### src/rtl/filter_scan_ctrl.sv
// Time-shares one glitch filter across NCH channels: each prescaler tick starts a scan
// that filters one channel per clock and reports filtered-level changes as events.
module filter_scan_ctrl #(
    parameter int  NCH      = 8,
    parameter int  HIST     = 3,
    parameter int  PRESCALE = 16,
    localparam int CW       = $clog2(NCH)
) (
    input  logic           clock,
    input  logic           reset,
    input  logic           i_enable,
    input  logic [NCH-1:0] i_sig_in,
    output logic [NCH-1:0] o_sig_out,
    output logic           o_evt_valid,
    input  logic           i_evt_ready,
    output logic [CW-1:0]  o_evt_chan,
    output logic           o_evt_level,
    output logic           o_busy,
    output logic           o_overrun,
    output logic           o_dbg_state,
    output logic [CW-1:0]  o_dbg_idx
);
    localparam int PW = $clog2(PRESCALE);

    // Event port: an event is offered while o_evt_valid=1 and transfers on the edge where
    // o_evt_valid && i_evt_ready; chan/level hold steady until then.
    typedef enum logic {S_IDLE = 1'b0, S_SCAN = 1'b1} state_t;

    state_t          r_state;
    state_t          w_state_nxt;
    logic [PW-1:0]   r_presc;
    logic [CW-1:0]   r_idx;
    logic [HIST-1:0] r_hist [NCH];
    logic [NCH-1:0]  r_sig_out;
    logic            r_evt_valid;
    logic [CW-1:0]   r_evt_chan;
    logic            r_evt_level;
    logic            r_overrun;

    logic            w_tick;
    logic            w_stall;
    logic            w_process;
    logic            w_last;
    logic [HIST-1:0] w_new_hist;
    logic            w_cur_level;
    logic            w_new_level;
    logic            w_change;

    assign w_tick  = (r_presc == PW'(PRESCALE - 1));
    assign w_stall = r_evt_valid && !i_evt_ready;
    assign w_last  = (r_idx == CW'(NCH - 1));

    always_ff @(posedge clock) begin
        if (!reset) begin
            r_state <= S_IDLE;
        end else begin
            r_state <= w_state_nxt;
        end
    end

    always_comb begin
        w_state_nxt = r_state;
        case (r_state)
            S_IDLE: if (w_tick) w_state_nxt = S_SCAN;
            S_SCAN: if (w_process && w_last) w_state_nxt = S_IDLE;
            default: w_state_nxt = S_IDLE;
        endcase
    end

    // A pending, unaccepted event freezes the slot so the event cannot be overwritten.
    always_comb begin
        w_process   = (r_state == S_SCAN) && !w_stall;
        o_busy      = (r_state == S_SCAN);
        o_dbg_state = r_state;
    end

    always_comb begin
        w_new_hist  = {r_hist[r_idx][HIST-2:0], i_sig_in[r_idx]};
        w_cur_level = r_sig_out[r_idx];
        if (&w_new_hist) begin
            w_new_level = 1'b1;
        end else if (|w_new_hist) begin
            w_new_level = w_cur_level;
        end else begin
            w_new_level = 1'b0;
        end
        w_change = w_process && (w_new_level != w_cur_level);
    end

    always_ff @(posedge clock) begin
        if (!reset) begin
            r_presc     <= '0;
            r_idx       <= '0;
            r_sig_out   <= '0;
            r_evt_valid <= 1'b0;
            r_evt_chan  <= '0;
            r_evt_level <= 1'b0;
            r_overrun   <= 1'b0;
            for (int c = 0; c < NCH; c++) begin
                r_hist[c] <= '0;
            end
        end else begin
            if (!i_enable || w_tick) begin
                r_presc <= '0;
            end else begin
                r_presc <= r_presc + 1'b1;
            end

            if (w_process) begin
                r_idx            <= w_last ? '0 : r_idx + 1'b1;
                r_hist[r_idx]    <= w_new_hist;
                r_sig_out[r_idx] <= w_new_level;
            end

            // A new change wins over acceptance, replacing the event just taken.
            if (w_change) begin
                r_evt_valid <= 1'b1;
                r_evt_chan  <= r_idx;
                r_evt_level <= w_new_level;
            end else if (r_evt_valid && i_evt_ready) begin
                r_evt_valid <= 1'b0;
            end

            r_overrun <= w_tick && (r_state == S_SCAN);
        end
    end

    assign o_sig_out   = r_sig_out;
    assign o_evt_valid = r_evt_valid;
    assign o_evt_chan  = r_evt_chan;
    assign o_evt_level = r_evt_level;
    assign o_overrun   = r_overrun;
    assign o_dbg_idx   = r_idx;
endmodule

### config.mk
export PLATFORM = sky130hd
export DESIGN_NAME = filter_scan_ctrl
export DESIGN_NICKNAME = d
export VERILOG_FILES = /design/src/rtl/filter_scan_ctrl.sv
export SDC_FILE = /design/constraint.sdc
export NUM_CORES = 1
export LEC_CHECK = 0
export ABC_AREA = 1
export CAP_MARGIN = 20
export CORE_MARGIN = 10
export CORE_UTILIZATION = 50
export CTS_CLUSTER_DIAMETER = 30
export DETAILED_ROUTE_END_ITERATION = 6
export GPL_TIMING_DRIVEN = 0
export PLACE_DENSITY = 0.79
export SETUP_SLACK_MARGIN = 0.05
export SYNTH_ARGS = -nofsm -noshare
export SYNTH_HDL_FRONTEND = slang
export SYNTH_SLANG_ARGS = --single-unit
### constraint.sdc
create_clock -name clock -period 1.8 [get_ports clock]
set_clock_uncertainty 0.15 [all_clocks]
set_input_delay 0.45 -clock clock [delete_from_list [all_inputs] [get_ports clock]]
set_output_delay 0.45 -clock clock [all_outputs]
set_load 0.02 [all_outputs]
==> impl_metrics.py <==
metrics = {
    "routing": {
        "drt_pass_1_iters": 4,
        "detail_route.wl_per_cell_um": 14.4,
        "num_vias": 1950,
        "detail_route.iter0.violations": 145,
        "detail-route-antenna-nets": 0,
        "totalWireLength_um": 5430,
        "route.detailed.vias_per_inst": 5.17,
        "drc_errors": 0,
    },
    "synthesis": {
        "syn_area_mm2": 0.00212,
        "post_synth_main_area_contributors": "sky130_fd_sc_hd__dfxtp_1, sky130_fd_sc_hd__edfxtp_1, sky130_fd_sc_hd__nand2_1",
        "syn_inst": 284,
        "synthMuxAreaShare": 0,
        "yosys.area.top_type": "sky130_fd_sc_hd__dfxtp_1",
        "synth_register_bits": 41,
        "synth_compound_area_frac": 0.0590,
        "synth_simple_gate_area_frac": 0.346,
        "synthArstFlopShare": 0,
        "yosys.area.top_type_share": 0.236,
        "post_synth_most_frequent_cells": "sky130_fd_sc_hd__nand2_1, sky130_fd_sc_hd__nor2_1, sky130_fd_sc_hd__inv_1",
        "adder_and_majority_gate_portion_of_the_synthesized_area": 0.0177,
        "synth_xor_xnor_area_share": 0.00413,
        "yosysWarnings": 0,
        "synth_top_family_by_area": "simple AND/OR/NAND/NOR gates",
        "synth-edff-count": 16,
        "synth_sequential_area_ratio": 0.462,
        "most_used_standard_cell_by_instance_count_after_synthesis": "sky130_fd_sc_hd__nand2_1",
        "syn-num-nets": 299,
        "number_of_unique_standard_cell_types_used_by_synthesis": 31,
        "synthFlopType": "sky130_fd_sc_hd__dfxtp_1",
        "syn_avg_cell_area_um2": 7.47,
    },
    "placement": {
        "post-place-ws_ps": -599,
        "place_congestion": 0.871,
        "hpwl_um": 3710,
        "port_buffers": 30,
        "placed_area_mm2": 0.00249,
        "dp.cells": 364,
    },
    "global_route": {
        "grt_pass1_vias": 1848,
        "antenna_found_initial": 0,
        "gr-total-overflow": 0,
        "global_route.usage.total": 0.138,
        "pin_count_of_the_biggest_net_entering_global_routing": 14,
        "global_route_wire_length_before_repair_um": 8360,
    },
    "power_and_ir_drop": {
        "total_leakage_power_nw": 1.33,
        "p_total_mw": 1.94,
        "power.density_cell_area_mw_per_mm2": 690,
        "vdd_drop_max_mv": 0.678,
    },
    "run_status": {
        "result_of_the_run": "complete, but fails checks",
        "failed_checks": "negative setup slack",
    },
    "final_layout": {
        "fillers": 321,
        "finalInstanceArea_mm2": 0.00281,
        "non_filler_instance_count_after_layout": 377,
        "area_growth_syn_to_layout_pct": 32.3,
        "layout-drive-gt1-share": 0.226,
        "final-seq-area_um2": 997,
        "antenna_cells": 0,
        "multiInputGateArea_mm2": 0.00103,
        "num-nets-final": 341,
        "final_core_util": 0.692,
    },
    "clock_network": {
        "cts_tree": "built",
        "cts-htree-levels": 2,
        "clock-sinks": 41,
        "clk_transition_reported_paths_ps": 70,
        "cts_inserted_buffers": 5,
        "clock_path_buffers": 2,
        "cts_hold_bufs": 0,
        "clock_latency_ps": 300,
        "cts_root_buf": "sky130_fd_sc_hd__clkbuf_8",
    },
    "worst_setup_path": {
        "cp-start-kind": "flip-flop",
        "critical_path_class": "flip-flop to flip-flop",
        "endpoint_kind": "flip-flop",
        "cp_max_fo": 8,
        "critical-path-top-cell-by-count": "sky130_fd_sc_hd__nand2_1",
        "critical_path_arrival_ps": 1820,
        "worstPathRequired_ps": 1820,
        "crit_chain": "buf_8 -> inv_1 -> o21ai_1 -> nand2_1 -> nand2_1 -> nand2_1 -> inv_2 -> a21boi_4 -> o21ai_0",
        "worst_path_max_delay_cell": "sky130_fd_sc_hd__dfxtp_4",
        "critical-path-max-stage-delay_ps": 380,
    },
    "floorplanning": {
        "core.rowCount": 23,
        "fp.dieArea_mm2": 0.00725,
        "die_height_um": 85.1,
        "core-area_mm2": 0.00406,
        "starting_density": 0.523,
        "design.portCount": 31,
        "die-width_um": 85.1,
    },
    "timing": {
        "hold_viol_final": 0,
        "post_route_worst_setup_slack_ps": -3.43,
        "total_setup_violations_reported_at_the_end_of_the_flow": 1,
        "pins_over_their_slew_limit": 0,
        "setup_tns_ps": -3.43,
        "rsz0062_at_grt": "yes",
        "timing.max_slew.rel_slack": 0.772,
        "minimum_clock_period_ps": 1800,
        "finalCritPeriodShare": 1.00,
        "worst_slew_pin_slew_ps": 341,
        "hold_ws_ps": 303,
        "achievable-frequency_mhz": 554,
    },
    "flow_run": {
        "cap_violations": 0,
    },
    "worst_hold_path": {
        "hold_crit_class": "flip-flop to flip-flop",
    },
}
==> flip-flops by register name, summed over array words and instances, names as in the netlist, named ones only <==
register / cells
r_hist: 16
o_sig_out: 8
o_dbg_idx: 3
r_presc: 4
o_overrun: 1
o_evt_chan: 3
o_evt_level: 1
o_evt_valid: 1
o_busy: 1
==> path summary, 6_finish.rpt <==
| kind | start | endpoint | slack [ps] | cells after the start |
|---|---|---|---|---|
| min reg2reg | r_presc[0] | r_presc[0] | 300 | 1 |
| min | r_presc[0] | r_presc[0] | 300 | 1 |
| max reg2reg | o_dbg_idx[1] | o_sig_out[7] | -3 | 9 |
| max | o_dbg_idx[1] | o_sig_out[7] | -3 | 9 |
==> power breakdown <==
| part | switching [mW] | leakage, nW | internal, mW | total [mW] |
|---|---|---|---|---|
| registers | 0.00450 | 0.371 | 0.969 | 0.973 |
| clock network | 0.314 | 0.0681 | 0.551 | 0.865 |
| logic | 0.0582 | 0.890 | 0.0421 | 0.100 |
==> layout by cell type (no fill, tap or decap), drive strengths merged, types with 7 or more instances in the layout <==
cell	n
buf	14
clkbuf	7
dfxtp	25
dlygate4sd2	21
edfxtp	16
inv	43
nand2	75
nand3	31
nor2	50
o21ai	15
==> cell families (layout without fill, tap and decap cells) <==
logic type | after synthesis | count (layout)
flops | 41 | 41
fa+ha+maj | 3 | 3
simple gates | 163 | 163
compound gates | 21 | 21
buf+inv | 55 | 98
xor+xnor | 1 | 1
==> worst max-delay path, delay by kind of cell (launching register included) <==
kind	cells	cell delay, ps
AOI/OAI and AO/OA	3	500
buffers and inverters	3	390
DFF	1	380
and+or+nand+nor	3	250
==> metal layers <==
layer | wire length (µm) | GRT usage
met5 | 0 | 0
met1 | 2240 | 0.152
met4 | 90 | 0.0629
met3 | 325 | 0.0468
met2 | 2780 | 0.234
==> final cells by class <==
class | count | share of cell area
inverters | 45 | 0.0646
well taps | 50 | 0.0223
flip-flops and latches | 41 | 0.355
clock buffers | 5 | 0.0245
clock inverters | 3 | 0.0232
repair buffers | 37 | 0.117
multi-input cells | 188 | 0.368
plain buffers | 8 | 0.0254
==> repair_timing <==
item                                   4_1_cts  5_1_grt
pin swaps                                   22       16
setup endpoints to repair                   71       49
gates cloned                                 0        0
buffers inserted                             3        4
endpoints found under the hold margin        0        0
resized for setup                           49       39
(Power assumes the default switching activity.)
==> RTL edit 1 (config.mk and constraints unchanged) <==
The parameter `HIST` goes from 3 to 2.
--- a/src/rtl/filter_scan_ctrl.sv
+++ b/src/rtl/filter_scan_ctrl.sv
@@ -4,3 +4,3 @@
     parameter int  NCH      = 8,
-    parameter int  HIST     = 3,
+    parameter int  HIST     = 2,
     parameter int  PRESCALE = 16,
Function: same outputs for any inputs over 10 cycles, from zero or initial values and one cycle with reset low; that may be too few to reach the edited logic, so the function may still have changed.
==> RTL edit 1 against the original RTL <==
- count of clock-buffer cells in the layout up 3
- sequential cell count decreased by 8
- final cell count decreased by 9.5%
- wire length decreased by 10%
- sequential power shrank 21%
- design area is 15% lower
- setup slack better by 0.022 ns
- first-iteration DRC count is 9.7% higher
- area after synthesis down 16%
- total power fell by 32%
- largest cell class unchanged
- largest power group unchanged
==> RTL edit 1: results <==
status:
  outcome: "finished, final reports clean"
synthesis:
  synth-xor-area-share_pct: 0
  ys_top_cells_by_count: "nand2_1, nor2_1, dfxtp_1, nand3_1, inv_1"
  ys_seq_area_share_pct: 41.6
  synthTopCellsByArea: "dfxtp_1, nand2_1, edfxtp_1, nor2_1, nand3_1"
  yosysUniqueCellTypes: 27
  synth_compound_area_share_pct: 7.02
  synth_edf_count: 8
  syn_nets: 264
  synth_cells: 249
  synthAdderAreaFrac_pct: 2.11
pwr:
  swShare_pct: 24.0
  ir_drop_mv: 0.317
  p_comb_share_pct: 8.0
  p_leak_nw: 1.17
placed_design:
  place_area_um2: 2140
  dp_hpwl_um: 3300
  place_ws_ns: -0.436
  routabilityCongestion: 0.876
  port_buffers: 30
  dp_cells: 325
setup_path:
  cp_data_arrival_time_ns: 1.86
  cp_max_fo: 8
routing:
  drt-initial-drc-count: 159
  firstDrtPassIters: 6
  avgRoutedWirePerCell_um: 14.3
  viasPerCell: 5.38
  vias: 1833
grt:
  grt_pass1_vias: 1622
  grt_usage_pct: 15.3
  grt_max_degree: 11
  grt_pass1_wl_um: 7760
clock_tree:
  cts_buffers: 5
  path_clk_slew_ns: 0.10
  clk_latency_ns: 0.34
  cts-root-buf: "clkbuf_4"
sta:
  slew_headroom_pct: 66.2
finish:
  nFillCells: 275
  nNetsFinal: 309
  drive_above_1_share_pct: 20.3
[RTL edit 1: kinds of logic after synthesis]
| group | Yosys count |
|---|---|
| AOI/OAI and AO/OA | 23 |
| adders and majority gates | 3 |
| buffers and inverters | 37 |
| DFF | 33 |
| and+or+nand+nor | 153 |
[RTL edit 1: cell type report]
class / count / area (µm²) / share of cell area, %
multi-input combinational: 179 / 918 / 38.6
buffer: 11 / 103 / 4.31
clock buffer: 8 / 58.8 / 2.47
sequential: 33 / 752 / 31.6
tap: 46 / 57.6 / 2.42
timing repair buffer: 38 / 383 / 16.1
inverter: 26 / 108 / 4.52
[RTL edit 1: metrics by stage]
| step | hold WS, ns | util (%) | setup TNS [ns] |
|---|---|---|---|
| global route | 0.325 | 70.2 | -0.589 |
| global placement | 0.284 | 63.1 | -11.20 |
| floorplan | 0.268 | - | 0 |
| detailed placement | 0.288 | 63.1 | -12.48 |
| finish | 0.302 | 70.2 | 0 |
| CTS | 0.309 | 65.7 | 0 |
[RTL edit 1: worst paths after layout]
check                               to  depth (start not counted)                      start  slack (ns)
max          o_sig_out[7]$_SDFFE_PN0P_                          9  o_dbg_idx[0]$_SDFFE_PN0N_        0.02
min              r_presc[0]$_SDFF_PP0_                          1      r_presc[0]$_SDFF_PP0_        0.30
max reg2reg  o_sig_out[7]$_SDFFE_PN0P_                          9  o_dbg_idx[0]$_SDFFE_PN0N_        0.02
min reg2reg      r_presc[0]$_SDFF_PP0_                          1      r_presc[0]$_SDFF_PP0_        0.30
[RTL edit 1: worst max-delay path: stages (launching register included)]
cell and delay (ns):
dfxtp_4 0.39, clkbuf_16 0.16, nor2_1 0.11, o21ai_1 0.10
nand2_1 0.08, nand2_1 0.08, nand2_2 0.13, nor2_4 0.06
a21oi_4 0.29, o21ai_1 0.12
[RTL edit 1: routing by layer]
metal  vias to the layer above  share of wire [%]  track usage (%)
li1                        903                  -                -
met1                       849                 42             18.5
met2                        69                 51             25.3
met3                        12                5.8             3.49
met4                         0                1.4             6.27
met5                         -                  0                0
[RTL edit 1: power by group through the flow]
stage          logic [mW]  registers [mW]  clock network, mW
2_1_floorplan      0.0486           0.784                  0
3_3_place_gp       0.0866           0.785                  0
3_5_place_dp       0.0884           0.786                  0
4_1_cts            0.0964           0.768              0.443
5_1_grt             0.116           0.765              0.481
6_report            0.106           0.764              0.445
[RTL edit 1: timing repair]
action                                  in CTS  in global routing
buffers inserted                             3                  4
hold endpoints to repair                     0                  0
cloned                                       0                  1
pin swaps                                    2                 17
gates resized for setup                     29                 40
endpoints found under the setup margin      45                 33
==> RTL edit 2 (config.mk and constraints unchanged) <==
Without the edit above. Remove the register `r_overrun`: a continuous assignment takes its place, so the output `o_overrun` follows one clock earlier.
--- a/src/rtl/filter_scan_ctrl.sv
+++ b/src/rtl/filter_scan_ctrl.sv
@@ -97,3 +97,2 @@
             r_evt_level <= 1'b0;
-            r_overrun   <= 1'b0;
             for (int c = 0; c < NCH; c++) begin
@@ -123,5 +122,6 @@
 
-            r_overrun <= w_tick && (r_state == S_SCAN);
         end
     end
+
+    assign r_overrun = w_tick && (r_state == S_SCAN);
 
Function: same outputs for any inputs over 10 cycles, from zero or initial values and one cycle with reset low; that may be too few to reach the edited logic, so the function may still have changed.
==> RTL edit 2 against the original RTL <==
- the run still ends with negative setup slack left
- global-route usage increased by 0.22 points
- design area increased by 3.1%
- critical path depth increased by 2
- sequential cell count decreased by 1
- setup slack got worse by 0.084 ns
- hold slack got worse by 0.040 ns
- total power decreased by 7.9%
- wire length increased by 5.0%
- area after synthesis decreased by 1.4%
- largest power group unchanged
- highest routed layer unchanged
==> RTL edit 2: results <==
grt:
  antenna_found_initial: 0
  grt_pass1_wl_um: 8430
  grt_usage_pct: 14.0
  grt_max_degree: 13
  grt_overflow_total: 0
placed_design:
  dp_hpwl_um: 3590
  dp_cells: 363
  routabilityCongestion: 0.889
  port_buffers: 30
  place_area_um2: 2460
worst_hold_path:
  min_from: "r_presc[0]$_SDFF_PP0_"
  hold_path.class: "reg2reg"
routing:
  wl_met1_um: 2180
  drt-initial-drc-count: 165
  avgRoutedWirePerCell_um: 14.8
  vias: 2027
  routed.top_layer: "met4"
  wl_met2_um: 2950
  wl_met3_um: 347
  firstDrtPassIters: 4
synthesis:
  synth_edf_count: 16
  synthTopCellsByArea: "dfxtp_1, edfxtp_1, nand2_1, nor2_1, inv_1"
  syn_nets: 298
  yosysWarnings: 0
  ys_async_sr_fraction_pct: 0
  synth_ff_type: "dfxtp_1"
  ys_top_cells_by_count: "nand2_1, nor2_1, inv_1, dfxtp_1, nand3_1"
  yosysUniqueCellTypes: 29
  ys_seq_area_share_pct: 45.9
  postSynthAreaPerCell_um2: 7.39
clock_tree:
  htreeDepth: 2
  clk_latency_ns: 0.30
  cts_buffers: 5
  cts-root-buf: "clkbuf_8"
  path_clk_slew_ns: 0.08
  clockBufferDepth: 2
finish:
  largest_reg_flops: 16
  fin_cells: 385
  antenna_cells: 0
  max_flop_register: "r_hist"
  drive_above_1_share_pct: 30.1
  nNetsFinal: 349
status:
  violations: "negative setup slack"
  outcome: "complete, but fails checks"
setup_path:
  max_stage_delay_ns: 0.35
  cp_max_fo: 8
  crit_slowest_cell: "dfxtp_2"
  r2r_start: "o_dbg_idx[0]$_SDFFE_PN0P_"
  cp_data_arrival_time_ns: 1.92
  cp-start-kind: "register"
sta:
  setup_viol: 13
  setup_ws_ns: -0.0875
  tightest_slew_ns: 0.491
pwr:
  p_leak_nw: 1.36
  ir_drop_mv: 0.819
## RTL edit 2: cell count changes after synthesis, sizes merged
cell / unedited run / this run
clkbuf: 1 / 5
buf: 9 / 5
nand3: 31 / 27
a21oi: 4 / 3
dfxtp: 25 / 24
nor3: 2 / 1
nor2: 50 / 44
clkinv: 2 / 1
nand2: 75 / 88
a21boi: 1 / 2
nand4: 5 / 4
## RTL edit 2: path summary, 6_finish.rpt
kind | endpoint | slack [ns] | cells after the start
setup / recovery | o_sig_out[0]$_SDFFE_PN0P_ | -0.09 | 11
hold / removal | r_presc[0]$_SDFF_PP0_ | 0.26 | 1
setup reg to reg | o_sig_out[0]$_SDFFE_PN0P_ | -0.09 | 11
hold reg to reg | r_presc[0]$_SDFF_PP0_ | 0.26 | 1
## RTL edit 2: cell families after synthesis
| group | count (synthesis) | synth area share, % |
|---|---|---|
| simple gates | 164 | 34.0 |
| flops | 40 | 45.9 |
| buf+inv | 54 | 11.4 |
| compound gates | 21 | 6.46 |
| xor+xnor | 1 | 0.419 |
| fa+ha+maj | 3 | 1.79 |
## RTL edit 2: cell type report
cell class	count	area (µm²)
multi-input combinational	189	1080
inverter	44	191
tap	50	62.6
fill	307	1130
sequential	40	968
clock buffer	6	72.6
buffer	10	91.3
timing repair buffer	44	393
clock inverter	2	35.0
## RTL edit 2: report_power, final
group | switching, mW | internal, mW | total [mW]
registers | 0.00424 | 0.953 | 0.958
logic | 0.0633 | 0.0442 | 0.107
clock network | 0.309 | 0.411 | 0.720
## RTL edit 2: per-stage QoR
stage          worst slack (ns)  setup TNS [ns]  total power, mW
2_1_floorplan            0.0598               0             1.03
3_3_place_gp             -0.657          -24.23             1.07
3_5_place_dp             -0.659          -24.45             1.07
4_1_cts                 -0.0376         -0.0376             1.78
5_1_grt                  -0.153           -2.06             1.83
6_report                -0.0875          -0.658             1.79
## RTL edit 2: critical path: cells and delay by family, from the launching register on
kind | cells | cell delay [ns]
AO/OA/AOI/OAI | 3 | 0.49
flip-flops | 1 | 0.35
AND/OR/NAND/NOR | 4 | 0.39
buffers and inverters | 4 | 0.40
## RTL edit 2: layer usage
layer	vias up	GRT usage [%]
met2	77	25.1
met3	27	4.15
met4	0	7.34
li1	985	-
met1	938	14.4
met5	-	0
## RTL edit 2: what timing repair did
item,CTS,global route
buffers inserted,10,3
gates cloned,0,1
endpoints found under the hold margin,0,0
endpoints found under the setup margin,62,46
hold buffers,0,0
resized for setup,66,52
pin swaps,14,25
